`src/rtl/llr_bank_reader_pkg.sv`:
```
// Shared defaults, index width and FSM state encoding for the LLR bank reader.
package llr_bank_reader_pkg;
  localparam int WIDTH_DEF = 5;
  localparam int DEPTH_DEF = 8;
  localparam int IDX_W     = $clog2(DEPTH_DEF);

  typedef enum logic {
    IDLE   = 1'b0,
    STREAM = 1'b1
  } state_t;
endpackage

```
`src/rtl/llr_bank_reader_store.sv`:
```
// Bank of DEPTH registered LLR words with an active-low parallel load.
module llr_store #(
  parameter int WIDTH = 5,
  parameter int DEPTH = 8
) (
  input  logic                         clk,
  input  logic                         reset_n,
  input  logic                         load_n,
  input  logic [DEPTH*(WIDTH+1)-1:0]   load_data,
  output logic [WIDTH:0]               words [DEPTH]
);

  always_ff @(posedge clk) begin
    if (!reset_n) begin
      for (int i = 0; i < DEPTH; i++) words[i] <= '0;
    end else if (!load_n) begin
      for (int i = 0; i < DEPTH; i++) words[i] <= load_data[i*(WIDTH+1) +: (WIDTH+1)];
    end
  end

endmodule

```
`src/rtl/llr_bank_reader.sv`:
```
// Loads a bank of LLR words and streams them out in ascending or descending index order.
module llr_bank_reader
  import llr_bank_reader_pkg::*;
#(
  parameter int WIDTH = WIDTH_DEF,
  parameter int DEPTH = DEPTH_DEF
) (
  input  logic                              clk,
  input  logic                              reset_n,
  input  logic                              load_n,
  input  logic [DEPTH*(WIDTH+1)-1:0]        load_data,
  input  logic                              reverse,
  output logic                              busy,
  output logic                              out_valid,
  input  logic                              out_ready,
  output logic [WIDTH:0]                    out_data,
  output logic [$clog2(DEPTH)-1:0]          out_index,
  output logic                              out_last,
  output logic                              done,
  output state_t                            state_dbg
);

  localparam int IW = $clog2(DEPTH);

  state_t          state_q, state_d;
  logic [IW-1:0]   idx_q, idx_d;
  logic            rev_q, rev_d;
  logic            done_q, done_d;
  logic            store_load_n;
  logic            at_last;
  logic [WIDTH:0]  words [DEPTH];

  // Bank only accepts a load while idle, so a stream in flight never sees its data change.
  llr_store #(.WIDTH(WIDTH), .DEPTH(DEPTH)) u_store (
    .clk       (clk),
    .reset_n   (reset_n),
    .load_n    (store_load_n),
    .load_data (load_data),
    .words     (words)
  );

  assign at_last = rev_q ? (idx_q == '0) : (idx_q == IW'(DEPTH - 1));

  // Handshake: a word moves on any edge with out_valid=1 and out_ready=1; while
  // out_ready=0 the presented word, index and last flag stay put.
  always_comb begin
    state_d      = state_q;
    idx_d        = idx_q;
    rev_d        = rev_q;
    done_d       = 1'b0;
    store_load_n = 1'b1;
    case (state_q)
      IDLE: begin
        if (!load_n) begin
          store_load_n = 1'b0;
          rev_d        = reverse;
          idx_d        = reverse ? IW'(DEPTH - 1) : '0;
          state_d      = STREAM;
        end
      end
      STREAM: begin
        if (out_ready) begin
          if (at_last) begin
            state_d = IDLE;
            done_d  = 1'b1;
          end else begin
            idx_d = rev_q ? idx_q - 1'b1 : idx_q + 1'b1;
          end
        end
      end
      default: state_d = IDLE;
    endcase
  end

  always_ff @(posedge clk) begin
    if (!reset_n) begin
      state_q <= IDLE;
      idx_q   <= '0;
      rev_q   <= 1'b0;
      done_q  <= 1'b0;
    end else begin
      state_q <= state_d;
      idx_q   <= idx_d;
      rev_q   <= rev_d;
      done_q  <= done_d;
    end
  end

  // Index is held on the final transfer, so out_data keeps the last word while idle.
  assign out_data  = words[idx_q];
  assign out_index = idx_q;
  assign out_valid = (state_q == STREAM);
  assign busy      = (state_q == STREAM);
  assign out_last  = out_valid && at_last;
  assign done      = done_q;
  assign state_dbg = state_q;

endmodule

```
`config.mk`:
```
export PLATFORM = sky130hd
export DESIGN_NAME = llr_bank_reader
export DESIGN_NICKNAME = d
export VERILOG_FILES = /design/src/rtl/llr_bank_reader_pkg.sv /design/src/rtl/llr_bank_reader_store.sv /design/src/rtl/llr_bank_reader.sv
export SDC_FILE = /design/constraint.sdc
export NUM_CORES = 1
export LEC_CHECK = 0
export ABC_CLOCK_PERIOD_IN_PS = 2300
export CAP_MARGIN = 0
export CORE_MARGIN = 2
export CORE_UTILIZATION = 35
export DETAILED_ROUTE_END_ITERATION = 8
export MAX_ROUTING_LAYER = met4
export PLACE_DENSITY = 0.61
export RECOVER_POWER = 100
export SLEW_MARGIN = 30
export SYNTH_ARGS = -nofsm -noshare
export SYNTH_HDL_FRONTEND = slang
export SYNTH_SLANG_ARGS = --single-unit
```
`constraint.sdc`:
```
create_clock -name clk -period 2.3 [get_ports clk]
set_input_delay 0.23 -clock clk [delete_from_list [all_inputs] [get_ports clk]]
set_output_delay 0.23 -clock clk [all_outputs]
set_load 0.01 [all_outputs]
```
==> impl_metrics.csv <==
group,metric,value,unit
worst_setup_path,critical_path.startpoint,"out_index[0]$_SDFFE_PN0P_",
die,start_util,0.365,
sta,max_freq,451,MHz
cells_and_area,fin_cells,429,
detailed_routing,drtPass1Iterations,4,
synthesis,yosysWarnings,0,
synthesis,synth_cell_types,27,
cts,clk_pin_slew,0.09,ns
detailed_routing,wl_per_cell,13.5,um
cts,cts.path.max_buffers,2,
power,p_clk_frac,0.304,
synthesis,synth_top_flop_cell,"dfxtp_1",
power,p_int,1.55,mW
cts,cts_inserted_buffers,5,
die,rows,30,
grt,grt_use_total,0.164,
sta,report.final.slew_viol_count,0,
synthesis,yosysMostFrequentCell,"nand2_1",
sta,period_share,0.963,
synthesis,synth.top_cell.area_share,0.433,
detailed_routing,vias_per_cell,4.60,
synthesis,async_flop_share,0,
sta,final_hold_viol_count,0,
cells_and_area,drive_gt1_frac,0.123,
worst_setup_path,r2r_setup_slack,0.41,ns
synthesis,synth_edf_count,0,
synthesis,synth_nets,327,
power,power_density,612,nW/um2
detailed_routing,antenna_left,0,
power,p_seq_frac,0.502,
sta,setup_viol,0,
synthesis,yosysSeqAreaShare,0.433,
sta,maxSlewHeadroom,0.355,
synthesis,synth_seq_cells,54,
detailed_routing,vias,1972,
synthesis,syn_area_per_cell,9.14,um2
worst_setup_path,endpoint,"out_last",
synthesis,yosysTopAreaCell,"dfxtp_1",
cts,htreeDepth,2,
power,p_leak,1.26,nW
place,dp_hpwl,4210,um
place,dp_worst_setup_slack,0.187,ns
sta,fin_crit,2.22,ns
worst_setup_path,r2r-end,"u_store.words[35]$_SDFFE_PN0P_",
cts,clk_latency,0.31,ns
run_status,outcome,"finished, final reports clean",
grt,grt_pass1_wl,9500,um
synthesis,synth_common_cells,"101 x nand2_1, 54 x dfxtp_1, 28 x a21boi_0",
hold_path,hp-class,"input pin to flop",
worst_setup_path,crit_required,2.07,ns
sta,fin_ws,0.0844,ns
synthesis,synthTopCellsByArea,"dfxtp_1 43%, nand2_1 15%, mux4_2 11%",
cells_and_area,diodes,0,
cells_and_area,nets,386,
die,ioPinCount,67,
grt,grt_pass1_vias,1972,
power,switching_power,0.504,mW
die,die_area,7820,um2
die,coreArea,6830,um2
place,gp_congestion,0.856,
cts,clockRootBuffer,"clkbuf_8",
worst_setup_path,ff2ff_path_depth,4,
power,swShare,0.246,
cells_and_area,areaGrowthSynthToFinish,34.5,%
cts,cts_tree,"yes",
grt,grt_antenna_before_repair,0,
detailed_routing,routed_wl,5780,um
power,combPwrFrac,0.193,
worst_setup_path,arrival,1.99,ns
die,die_w,88.4,um
sta,worst_pin_slew,0.967,ns
synthesis,synth_area,2490,um2
worst_setup_path,critPathMaxFanout,7,
place,io_buffers,66,
power,finalPower,2.05,mW
run,cap_viol_max_count,0,
worst_setup_path,r2r-start,"busy$_SDFF_PN0_",
worst_setup_path,end_kind,"output port",
detailed_routing,drt-initial-drc-count,54,
grt,grt_max_degree,50,
place,dp.cells,420,
die,die_h,88.4,um
sta,fin_worst_skew,0.0100,ns
detailed_routing,drc_errors,0,
grt,grt_overflow,0,
cts,cts_sinks,54,
power,vdd_drop_max,0.247,mV
synthesis,synth_cells,273,
worst_setup_path,criticalPathCategory,"flop to output port",
worst_setup_path,cp-start-kind,"flop",
==> critical path, cell delays in order (launching register included) <==
cell,delay (ns)
dfxtp_1,0.33
buf_6,0.14
buf_4,0.16
or4b_4,0.54
nand2_2,0.12
and2_1,0.12
dlygate4sd2_1,0.26
==> cells in the final DEF (no fill, tap or decap), drive strengths merged <==
master         instances
nand2                101
clkdlybuf4s50         58
dfxtp                 54
a21boi                49
mux4                  12
buf                   10
dlygate4sd2            7
clkbuf                 7
mux2                   6
inv                    5
and2                   2
o21ai                  2
a21o                   2
mux2i                  2
a211oi                 2
nand4b                 1
or4b                   1
nor2                   1
or2                    1
a31oi                  1
and3                   1
o31a                   1
a21oi                  1
xor3                   1
and4                   1
fa                     1
bufinv                 1
clkinvlp               1
dlygate4sd3            1
==> power groups by stage <==
stage	logic, mW	clock network (mW)	registers [mW]
after floorplan	0.235	0	1.04
after global placement	0.408	0	1.05
after detailed placement	0.412	0	1.05
after CTS	0.409	0.640	1.03
after global routing	0.439	0.688	1.04
final	0.397	0.624	1.03
==> final cells by class <==
class | count | area, um2
fill | 679 | 3480
multi-input combinational | 189 | 1280
sequential | 54 | 1080
timing repair buffer | 77 | 736
tap | 96 | 120
clock buffer | 6 | 72.6
clock inverter | 2 | 37.5
inverter | 5 | 18.8
==> worst min-delay path by stage <==
stage / startpoint / endpoint / slack, ns / cells after the start
finish: load_data[40] / u_store.words[10]$_SDFFE_PN0P_ / 0.46 / 3
global route: load_data[40] / u_store.words[10]$_SDFFE_PN0P_ / 0.47 / 3
CTS: load_data[40] / u_store.words[10]$_SDFFE_PN0P_ / 0.46 / 3
detailed placement: u_store.words[35]$_SDFFE_PN0P_ / u_store.words[35]$_SDFFE_PN0P_ / 0.44 / 2
global placement: u_store.words[29]$_SDFFE_PN0P_ / u_store.words[29]$_SDFFE_PN0P_ / 0.44 / 2
floorplan: load_data[40] / u_store.words[10]$_SDFFE_PN0P_ / 0.36 / 2
==> per-layer routing <==
metal	up-vias	wire, um	GRT usage
li1	1022	-	-
met1	890	2690	0.208
met2	53	2740	0.268
met3	7	279	0.0382
met4	0	63	0.0331
met5	-	0	-
==> flip-flops by register name (all words and copies together), names as in the netlist <==
| name | count |
|---|---|
| u_store.words | 48 |
| busy | 1 |
| rev_q | 1 |
| done | 1 |
| out_index | 3 |
==> cells by family (layout without fill, tap and decap cells) <==
kind of cell,count (synthesis),in the layout,synth area share
compound gates,58,58,0.174
xor+xnor,1,1,0.00953
fa+ha+maj,1,1,0.00802
buf+inv,30,90,0.0557
flops,54,54,0.433
mux,20,20,0.143
simple gates,109,109,0.176
==> what timing repair did <==
item	4_1_cts	5_1_grt
hold buffers	0	0
setup buffers	1	0
resized for setup	10	1
cloned	0	0
setup endpoints to repair	7	1
pin swaps	0	0
==> per-stage QoR <==
| stage | cell area, um2 | utilization | TNS (ns) | hold slack [ns] |
|---|---|---|---|---|
| 2_1_floorplan | 2490 | - | 0 | 0.365 |
| 3_3_place_gp | 3250 | 0.476 | 0 | 0.439 |
| 3_5_place_dp | 3250 | 0.476 | 0 | 0.444 |
| 4_1_cts | 3370 | 0.493 | 0 | 0.458 |
| 5_1_grt | 3350 | 0.491 | -0.00172 | 0.468 |
| 6_report | 3350 | 0.491 | 0 | 0.461 |
(Power assumes the default switching activity.)
